<file path="config.mk">
export PLATFORM = sky130hd
export DESIGN_NAME = vram_arbiter
export DESIGN_NICKNAME = d
export VERILOG_FILES = /design/src/rtl/vram_arbiter.sv
export SDC_FILE = /design/constraint.sdc
export NUM_CORES = 1
export LEC_CHECK = 0
export BUFFER_PORTS_ARGS = -buffer_cell sky130_fd_sc_hd__buf_2
export CAP_MARGIN = 5
export CORE_MARGIN = 4
export CORE_UTILIZATION = 53
export CTS_CLUSTER_DIAMETER = 200
export DETAILED_ROUTE_END_ITERATION = 6
export PLACE_DENSITY_LB_ADDON = 0.1
export SYNTH_ARGS = -nofsm -noshare
export SYNTH_HDL_FRONTEND = slang
export SYNTH_SLANG_ARGS = --single-unit
export TNS_END_PERCENT = 1
</file>
<file path="constraint.sdc">
create_clock -name clk -period 2.4 [get_ports clk]
set_input_delay 0.36 -clock clk [delete_from_list [all_inputs] [get_ports clk]]
set_output_delay 0.36 -clock clk [all_outputs]
set_load 0.03 [all_outputs]
</file>
<file path="src/rtl/vram_arbiter.sv">
// Arbitrates the single-port video RAM between the VGA fetcher (always wins)
// and the CPU bus (reads in free slots, writes posted through a 1-entry buffer).
module vram_arbiter #(
   parameter int ADDR_WIDTH  = 13,
   parameter int DATA_WIDTH  = 8,
   parameter int STALL_WIDTH = 16
) (
   input  logic                   clk,
   input  logic                   rst_n,
   input  logic                   vid_req,
   input  logic [ADDR_WIDTH-1:0]  vid_addr,
   output logic                   vid_rvalid,
   output logic [DATA_WIDTH-1:0]  vid_rdata,
   input  logic                   cpu_valid,
   input  logic                   cpu_we,
   input  logic [ADDR_WIDTH-1:0]  cpu_addr,
   input  logic [DATA_WIDTH-1:0]  cpu_wdata,
   output logic                   cpu_ready,
   output logic                   cpu_rvalid,
   output logic [DATA_WIDTH-1:0]  cpu_rdata,
   output logic                   ram_en,
   output logic                   ram_we,
   output logic [ADDR_WIDTH-1:0]  ram_addr,
   output logic [DATA_WIDTH-1:0]  ram_wdata,
   input  logic [DATA_WIDTH-1:0]  ram_rdata,
   input  logic                   stats_clr,
   output logic [STALL_WIDTH-1:0] cpu_stall_cycles
);

   typedef enum logic [1:0] {TAG_IDLE, TAG_VID, TAG_CPU} tag_e;

   logic                   ramEn_q, ramEn_d, ramWe_q, ramWe_d;
   logic [ADDR_WIDTH-1:0]  ramAddr_q, ramAddr_d;
   logic [DATA_WIDTH-1:0]  ramWdata_q, ramWdata_d;
   logic                   wbValid_q, wbValid_d;
   logic [ADDR_WIDTH-1:0]  wbAddr_q, wbAddr_d;
   logic [DATA_WIDTH-1:0]  wbData_q, wbData_d;
   tag_e                   tag1_q, tag1_d, tag2_q;
   logic                   fwd1_q, fwd1_d, fwd2_q;
   logic [DATA_WIDTH-1:0]  fwdData1_q, fwdData1_d, fwdData2_q;
   logic                   vidRvalid_q, vidRvalid_d, cpuRvalid_q, cpuRvalid_d;
   logic [DATA_WIDTH-1:0]  vidRdata_q, vidRdata_d, cpuRdata_q, cpuRdata_d;
   logic [STALL_WIDTH-1:0] stallCnt_q, stallCnt_d;
   logic                   cpuRead, drain, acceptRd, acceptWr;

   // A pending CPU read blocks the drain so reads never wait behind posted writes.
   always_comb begin
      cpuRead   = cpu_valid && !cpu_we;
      drain     = wbValid_q && !vid_req && !cpuRead;
      cpu_ready = cpu_we ? (!wbValid_q || drain) : !vid_req;
      acceptRd  = cpuRead && cpu_ready;
      acceptWr  = cpu_valid && cpu_we && cpu_ready;
   end

   always_comb begin
      ramEn_d    = 1'b0;
      ramWe_d    = 1'b0;
      ramAddr_d  = ramAddr_q;
      ramWdata_d = ramWdata_q;
      tag1_d     = TAG_IDLE;
      fwd1_d     = 1'b0;
      fwdData1_d = wbData_q;
      wbValid_d  = wbValid_q;
      wbAddr_d   = wbAddr_q;
      wbData_d   = wbData_q;
      if (vid_req) begin
         ramEn_d   = 1'b1;
         ramAddr_d = vid_addr;
         tag1_d    = TAG_VID;
      end else if (acceptRd) begin
         ramEn_d   = 1'b1;
         ramAddr_d = cpu_addr;
         tag1_d    = TAG_CPU;
         fwd1_d    = wbValid_q && (wbAddr_q == cpu_addr);
      end else if (drain) begin
         ramEn_d    = 1'b1;
         ramWe_d    = 1'b1;
         ramAddr_d  = wbAddr_q;
         ramWdata_d = wbData_q;
      end
      if (drain)
         wbValid_d = 1'b0;
      if (acceptWr) begin
         wbValid_d = 1'b1;
         wbAddr_d  = cpu_addr;
         wbData_d  = cpu_wdata;
      end
   end

   // Result steering: the tag two stages behind the command selects the port.
   always_comb begin
      vidRvalid_d = (tag2_q == TAG_VID);
      vidRdata_d  = vidRdata_q;
      cpuRvalid_d = (tag2_q == TAG_CPU);
      cpuRdata_d  = cpuRdata_q;
      if (tag2_q == TAG_VID)
         vidRdata_d = ram_rdata;
      if (tag2_q == TAG_CPU)
         cpuRdata_d = fwd2_q ? fwdData2_q : ram_rdata;
      stallCnt_d = stallCnt_q;
      if (stats_clr)
         stallCnt_d = '0;
      else if (cpu_valid && !cpu_ready && (stallCnt_q != '1))
         stallCnt_d = stallCnt_q + STALL_WIDTH'(1);
   end

   always_ff @(posedge clk or negedge rst_n) begin
      if (!rst_n) begin
         ramEn_q     <= 1'b0;
         ramWe_q     <= 1'b0;
         ramAddr_q   <= '0;
         ramWdata_q  <= '0;
         wbValid_q   <= 1'b0;
         wbAddr_q    <= '0;
         wbData_q    <= '0;
         tag1_q      <= TAG_IDLE;
         tag2_q      <= TAG_IDLE;
         fwd1_q      <= 1'b0;
         fwd2_q      <= 1'b0;
         fwdData1_q  <= '0;
         fwdData2_q  <= '0;
         vidRvalid_q <= 1'b0;
         vidRdata_q  <= '0;
         cpuRvalid_q <= 1'b0;
         cpuRdata_q  <= '0;
         stallCnt_q  <= '0;
      end else begin
         ramEn_q     <= ramEn_d;
         ramWe_q     <= ramWe_d;
         ramAddr_q   <= ramAddr_d;
         ramWdata_q  <= ramWdata_d;
         wbValid_q   <= wbValid_d;
         wbAddr_q    <= wbAddr_d;
         wbData_q    <= wbData_d;
         tag1_q      <= tag1_d;
         tag2_q      <= tag1_q;
         fwd1_q      <= fwd1_d;
         fwd2_q      <= fwd1_q;
         fwdData1_q  <= fwdData1_d;
         fwdData2_q  <= fwdData1_q;
         vidRvalid_q <= vidRvalid_d;
         vidRdata_q  <= vidRdata_d;
         cpuRvalid_q <= cpuRvalid_d;
         cpuRdata_q  <= cpuRdata_d;
         stallCnt_q  <= stallCnt_d;
      end
   end

   assign ram_en           = ramEn_q;
   assign ram_we           = ramWe_q;
   assign ram_addr         = ramAddr_q;
   assign ram_wdata        = ramWdata_q;
   assign vid_rvalid       = vidRvalid_q;
   assign vid_rdata        = vidRdata_q;
   assign cpu_rvalid       = cpuRvalid_q;
   assign cpu_rdata        = cpuRdata_q;
   assign cpu_stall_cycles = stallCnt_q;

endmodule

</file>
==> summary.txt, run 1 <==
Worst setup path
  – WP data required: 2660 ps
  – Critical Path End Type: register
  – CP arrival: 2140 ps
  – R2R depth: 4
  – RR Startpoint: cpu_stall_cycles[5]
  – CP Class: register to register
  – RR Endpoint: cpu_stall_cycles[13]
  – Worst reg-to-reg setup slack: 520 ps
  – CP startpoint kind: register
  – Crit Path Max Fanout: 13

Die
  – Initial cell density of the core: 54.90%
  – Die ar.: 9591 µm²
  – Row count: 32
  – Top-level I/O count: 106
  – Die span in y: 97.94 µm
  – Die width: 97.94 µm
  – Core box area: 7807 µm²

STA
  – FMAX: 0.5321 GHz
  – Slew Limit Headroom: 63.71%
  – Slew Viols, Final: 0
  – Final Hold Vio Count: 0
  – Worst slew pin tran: 544.3 ps
  – RSZ-0062 raised after global routing: no
  – Min Clock Period, post-route: 1879 ps
  – Fin Setup TNS: 0 ps
  – Tcrit/Tclk final: 78.30%
  – Final setup fails: 0
  – Clock Skew: 13.49 ps

Clocking
  – Clk_lat worst skew: 370 ps
  – CTS buffer count: 9
  – CTS tree: built
  – Clk buf depth: 2
  – CTS Root Cell: clkbuf_8
  – Max H-tree Level: 3
  – Reg clk slew, reported paths: 110 ps
  – Clk sink count: 101
  – Post CTS Setup Buffer Count: 0

Logic synthesis
  – Synth warn: 0
  – Seq/Total Area, Yosys: 58.96%
  – Net Count, Synth: 391
  – Synth unique cells: 35
  – Ys flop type: dfrtp_1
  – Number of synthesized flops with an enable pin: 0
  – Post-Syn Area: 4287 µm²
  – Post-synth top area share: 58.96%
  – Async S/R FF share, synth: 100.0%
  – Syn avg cell area: 12.53 µm²
  – Post-synth top area cell: dfrtp_1
  – Seq cells post-synth: 101
  – Cells after synthesis: 342
  – Synth top area cells: dfrtp_1 (59%), mux2_2 (13%), mux2i_1 (4.9%)

Run
  – Maxcap violations: 0

Cells and area
  – Fillers: 620
  – Commonest non-fill, non-tap cells in the layout: buf_2 (104), dfrtp_1 (101), mux2_2 (51)
  – N_diodes: 0
  – Commonest non-fill, non-tap cell in the layout: buf_2
  – Area grow syn2layout: 20.49%
  – Layout cells sized above 1: 40.26%
  – Non-filler cells, final: 559
  – Fin nets: 501

Place
  – Global placer's final weighted congestion: 0.7745
  – PortBufs: 105
  – Cell count after placement: 542
  – HPWL Detailed: 6369 µm

Min path
  – HP Start: cpu_wdata[2]
  – Worst Hold Endpoint: fwdData1_d[2]
  – Hold Path Depth: 2
  – Type of the worst min-delay path: primary input to register

Routing
  – Post-route ant nets: 0
  – Final wirelength: 8675 µm
  – Residual DRC count: 0
  – DR WL/cell: 15.52 µm
  – Via count: 2968
  – Iter 0 DRT Violations: 93
  – Number of vias per cell: 5.309
  – Drt first pass iters: 4

Power
  – P per Cell Area: 784.1 nW/µm²
  – Worst vdd ir: 0.3796 mV
  – Leak Pwr: 2.440 nW

Global routing
  – Total GRT Usage: 18.94%
  – Initial antenna violation count: 1
  – Vias in the first global route: 3001
  – Largest net degree at the start of global routing: 44
  – GRT overflow: 0
  – Global-route wire length before repair: 14520 µm

Run status
  – Status: finished clean
## metal layers
metal	vias up	wire, µm	track usage [%]
li1	1451	-	-
met4	2	85	5.751
met1	1429	3831	24.86
met2	76	4237	30.73
met3	10	512	5.357
met5	-	7	0
## final cells by class
cell class / count / area [µm²] / share of cell area [%]
clock buffer: 9 / 123.9 / 2.398
clock inverter: 7 / 80.08 / 1.550
inverter: 4 / 15.01 / 0.2907
multi-input combinational: 221 / 1673 / 32.39
sequential: 101 / 2527 / 48.93
tap: 102 / 127.6 / 2.471
timing repair buffer: 115 / 618.1 / 11.97
## worst max-delay path by stage
stage | from | to | depth (start not counted)
CTS | cpu_stall_cycles[5] | cpu_stall_cycles[11] | 4
detailed placement | cpu_we | cpu_stall_cycles[15] | 5
global route | cpu_stall_cycles[0] | cpu_stall_cycles[7] | 6
floorplan | cpu_stall_cycles[0] | cpu_stall_cycles[7] | 6
finish | cpu_stall_cycles[5] | cpu_stall_cycles[13] | 4
global placement | cpu_we | cpu_stall_cycles[11] | 5
## what timing repair did
action | CTS | global route
hold buffers | 1 | 0
hold endpoints to repair | 41 | 0
gates resized for setup | 0 | 0
## cell usage after synthesis, drive strengths merged, types with 6 or more instances
cell type,number
buf,6
xnor2,12
mux2i,21
a21oi,12
nand2,28
nor2,8
o31ai,9
nand4,8
mux2,54
dfrtp,101
nand3,8
nor4,6
o21ai,23
or4,9
clkbuf,10
## logic make-up after synthesis
| group | Yosys count | share of synthesized area, % |
|---|---|---|
| adder cells (fa/ha/maj) | 1 | 0.2918 |
| buffers and inverters | 20 | 2.014 |
| flip-flops | 101 | 58.96 |
| AO/OA/AOI/OAI | 47 | 6.246 |
| XOR/XNOR | 13 | 2.656 |
| multiplexers | 75 | 19.09 |
| AND/OR/NAND/NOR | 85 | 10.74 |
## critical path: stages, from the launching register on
cell and delay (ps):
dfrtp_1 430, nand3_1 150, or3b_4 470, nor4_1 350, mux2_1 360
## where the power goes
| part | switching (W) | internal (W) |
|---|---|---|
| Sequential | 0.000138 | 0.00196 |
| Clock | 0.000652 | 0.000414 |
| Combinational | 0.000538 | 0.000351 |
## flip-flops by register name (all words and copies together) (netlist names), 2 cells and up
signal / cells
vid_rdata: 8
cpu_rdata: 8
tag2_q: 2
ram_addr: 13
cpu_stall_cycles: 16
fwdData1_q: 8
fwdData2_q: 8
wbAddr_q: 13
tag1_q: 2
fwdData1_d: 8
ram_wdata: 8
## through the flow
step           util [%]  area, µm²  power [W]  hold WS, ps  worst slack, ps
2_1_floorplan         -       4287   0.002703        64.41            359.5
3_3_place_gp      63.41       4951   0.003002        333.0            560.3
3_5_place_dp      63.41       4951   0.003035        334.7            506.6
4_1_cts           66.15       5165   0.004098        204.2            513.7
5_1_grt           66.15       5165   0.004277        196.4            398.4
6_report          66.15       5165   0.004050        214.3            520.7
Power figures use the tool's default switching activity.
==> inputs of run 2 (changes only) <==
Settings changed: ABC_AREA from default to 1.
Clock period 2.4 ns to 1.8 ns, I/O delays scaled along.
==> summary.txt, run 2 <==
Cells and area
  – Max reg flops: 16 (unchanged)
  – N_diodes: 0 (unchanged)
  – Fin nets: 650 (+30%)
  – Fillers: 698 (+13%)
  – Layout cells sized above 1: 24.59% (-16 points)
  – Commonest non-fill, non-tap cell in the layout: nand2_1
  – Area grow syn2layout: 21.33%
  – Commonest non-fill, non-tap cells in the layout: nand2_1 (117), buf_2 (104), dfrtp_1 (101)

Min path
  – Hold Path Depth: 1 (-1)
  – Type of the worst min-delay path: primary input to register
  – Worst Hold Endpoint: tag1_q[0]
  – HP Start: vid_req

Worst setup path
  – Crit-path cells: ha_2, nand3_2, inv_1, nand2_2, nor2_4, nor2_4, nor2_4, buf_12, nand2_1, nand2_1
  – RR Endpoint: cpu_stall_cycles[13]
  – R2R depth: 10 (+6)
  – CP startpoint kind: register
  – Critical Path End Type: register
  – Critical Path Most Common Cell: nor2_4
  – Crit-path max cell delay: 430 ps (-40 ps)
  – Crit-path slowest cell: dfrtp_1
  – RR Startpoint: cpu_stall_cycles[1]
  – Largest delay share family, worst path: simple AND/OR/NAND/NOR gates
  – Crit Path Max Fanout: 14 (+1)
  – WP buf/inv: 2 (+2)
  – WP data required: 2110 ps (-550 ps)
  – Worst reg-to-reg setup slack: 150 ps (-370 ps)
  – CP Class: register to register
  – CP arrival: 1960 ps (-180 ps)

Clocking
  – CTS tree: built
  – CTS buffer count: 9 (unchanged)
  – Clk sink count: 101 (unchanged)
  – CTS Root Cell: clkbuf_8
  – Clk buf depth: 2 (unchanged)
  – Reg clk slew, reported paths: 100 ps (about the same)
  – Clk_lat worst skew: 360 ps (about the same)
  – Max H-tree Level: 3 (unchanged)

Routing
  – Residual DRC count: 0 (unchanged)
  – Via count: 3601 (+21%)
  – DR WL/cell: 13.76 µm (-11%)
  – Final wirelength: 9742 µm (+12%)
  – Number of vias per cell: 5.086 (-4.2%)
  – Iter 0 DRT Violations: 142 (+53%)
  – Drt first pass iters: 4 (unchanged)
  – Post-route ant nets: 0 (unchanged)

Die
  – Core box area: 7888 µm² (+1.0%)
  – Top-level I/O count: 106 (unchanged)
  – Die span in y: 98.93 µm (+1.0%)
  – Die ar.: 9786 µm² (+2.0%)
  – Row count: 32 (unchanged)
  – Die width: 98.93 µm (+1.0%)
  – Initial cell density of the core: 55.55% (+0.65 points)

STA
  – Final setup fails: 0 (unchanged)
  – Worst slew pin tran: 539.1 ps (-5.278 ps)
  – FMAX: 0.6049 GHz (+14%)
  – Slew Limit Headroom: 64.06% (+0.35 points)
  – RSZ-0062 raised after global routing: no
  – Fin Setup TNS: 0 ps (unchanged)
  – Min Clock Period, post-route: 1653 ps (-226.0 ps)
  – Tcrit/Tclk final: 91.85% (+14 points)
  – Clock Skew: 12.28 ps (-1.211 ps)
  – Final Hold Vio Count: 0 (unchanged)
  – Slew Viols, Final: 0 (unchanged)

Logic synthesis
  – Number of synthesized flops with an enable pin: 0 (unchanged)
  – Post-synth top area share: 57.68% (-1.3 points)
  – Net Count, Synth: 536 (+37%)
  – List of most frequent post-synthesis cells: nand2_1 (117), dfrtp_1 (101), o21ai_0 (52), inv_1 (50), nor2_1 (42)
  – Synth unique cells: 33 (-5.7%)
  – Seq cells post-synth: 101 (unchanged)
  – Cells after synthesis: 487 (+42%)
  – Ys flop type: dfrtp_1
  – Synth warn: 0 (unchanged)
  – Async S/R FF share, synth: 100.0% (unchanged)
  – Seq/Total Area, Yosys: 57.68% (-1.3 points)
  – Post-Syn Area: 4382 µm² (+2.2%)
  – Count leader, synth: nand2_1
  – Post-synth top area cell: dfrtp_1
  – Synth top area cells: dfrtp_1 (58%), nand2_1 (10%), o21ai_0 (5.9%)
  – Syn avg cell area: 8.997 µm² (-28%)

Place
  – PortBufs: 105 (unchanged)
  – Global placer's final weighted congestion: 0.8300 (+7.2%)
  – HPWL Detailed: 7213 µm (+13%)

Power
  – Total power: 0.005700 W (+41%)
  – P per Cell Area: 1072 nW/µm² (+37%)
  – Worst vdd ir: 0.8021 mV (+110%)
  – Leak Pwr: 2.686 nW (+10%)

Global routing
  – Largest net degree at the start of global routing: 42 (-4.5%)
  – Total GRT Usage: 20.67% (+1.7 points)
  – Initial antenna violation count: 0 (-1)
  – GRT overflow: 0 (unchanged)
  – Global-route wire length before repair: 16470 µm (+13%)
  – Vias in the first global route: 3521 (+17%)

Run
  – Maxcap violations: 0 (unchanged)

Run status
  – Status: finished clean
==> run 2: metrics by stage <==
step	std cells	hold slack, ps	setup WS [ps]	util, %	instance area (µm²)
6_report	708	80.97	146.7	67.40	5316
5_1_grt	708	63.72	7.220	67.40	5316
4_1_cts	707	74.98	80.34	67.12	5294
3_5_place_dp	690	289.7	96.60	64.37	5077
3_3_place_gp	690	286.0	176.6	64.37	5077
2_1_floorplan	487	-25.59	84.04	-	4382
==> run 2: area by class of cell <==
class | count | area (µm²) | share of cell area [%]
Clock buffer | 11 | 141.4 | 2.659
Clock inverter | 5 | 65.06 | 1.224
Inverter | 50 | 187.7 | 3.530
Multi-Input combinational cell | 319 | 1587 | 29.84
Sequential cell | 101 | 2527 | 47.54
Tap cell | 102 | 127.6 | 2.401
Timing Repair Buffer | 120 | 680.7 | 12.80
==> run 2: report_power, final <==
part	leakage [nW]	internal [W]	switching [W]
clock	0.105	0.000700	0.000786
combinational	1.36	0.000427	0.000922
sequential	1.22	0.00266	0.000210
==> run 2: worst max-delay path by stage <==
stage	from	endpoint	slack, ps	cells after the start
finish	cpu_stall_cycles[1]	cpu_stall_cycles[13]	150	10
global route	cpu_stall_cycles[1]	cpu_stall_cycles[12]	7	10
CTS	cpu_stall_cycles[1]	cpu_stall_cycles[7]	80	9
detailed placement	cpu_stall_cycles[1]	cpu_stall_cycles[7]	100	9
global placement	cpu_stall_cycles[1]	cpu_stall_cycles[13]	180	9
floorplan	cpu_stall_cycles[1]	cpu_stall_cycles[12]	80	10
==> run 2: kinds of logic after synthesis <==
group | Yosys count | share of synthesized area [%]
mux | 1 | 0.2570
flops | 101 | 57.68
simple gates | 204 | 20.19
xor+xnor | 8 | 1.599
fa+ha+maj | 1 | 0.2855
buf+inv | 67 | 6.168
compound gates | 105 | 13.82
==> run 2: layer usage <==
| metal | global-route usage (%) | vias up | wire, µm |
|---|---|---|---|
| met5 | 0 | - | 0 |
| met3 | 4.600 | 9 | 629 |
| li1 | - | 1812 | - |
| met1 | 26.83 | 1671 | 4282 |
| met4 | 6.618 | 0 | 86 |
| met2 | 34.56 | 109 | 4744 |
==> run 2: worst register-to-register path, stage by stage (launching register included) <==
cell and delay (ps):
dfrtp_1 430, ha_2 230, nand3_2 120, inv_1 130, nand2_2 90, nor2_4 140
nor2_4 70, nor2_4 120, buf_12 140, nand2_1 50, nand2_1 70
==> run 2: timing repair <==
item                                    in CTS  in global routing
endpoints found under the hold margin       38                  0
hold buffers                                 1                  0
resized for setup                            0                  1
endpoints found under the setup margin       0                 14
buffers inserted                             0                  1
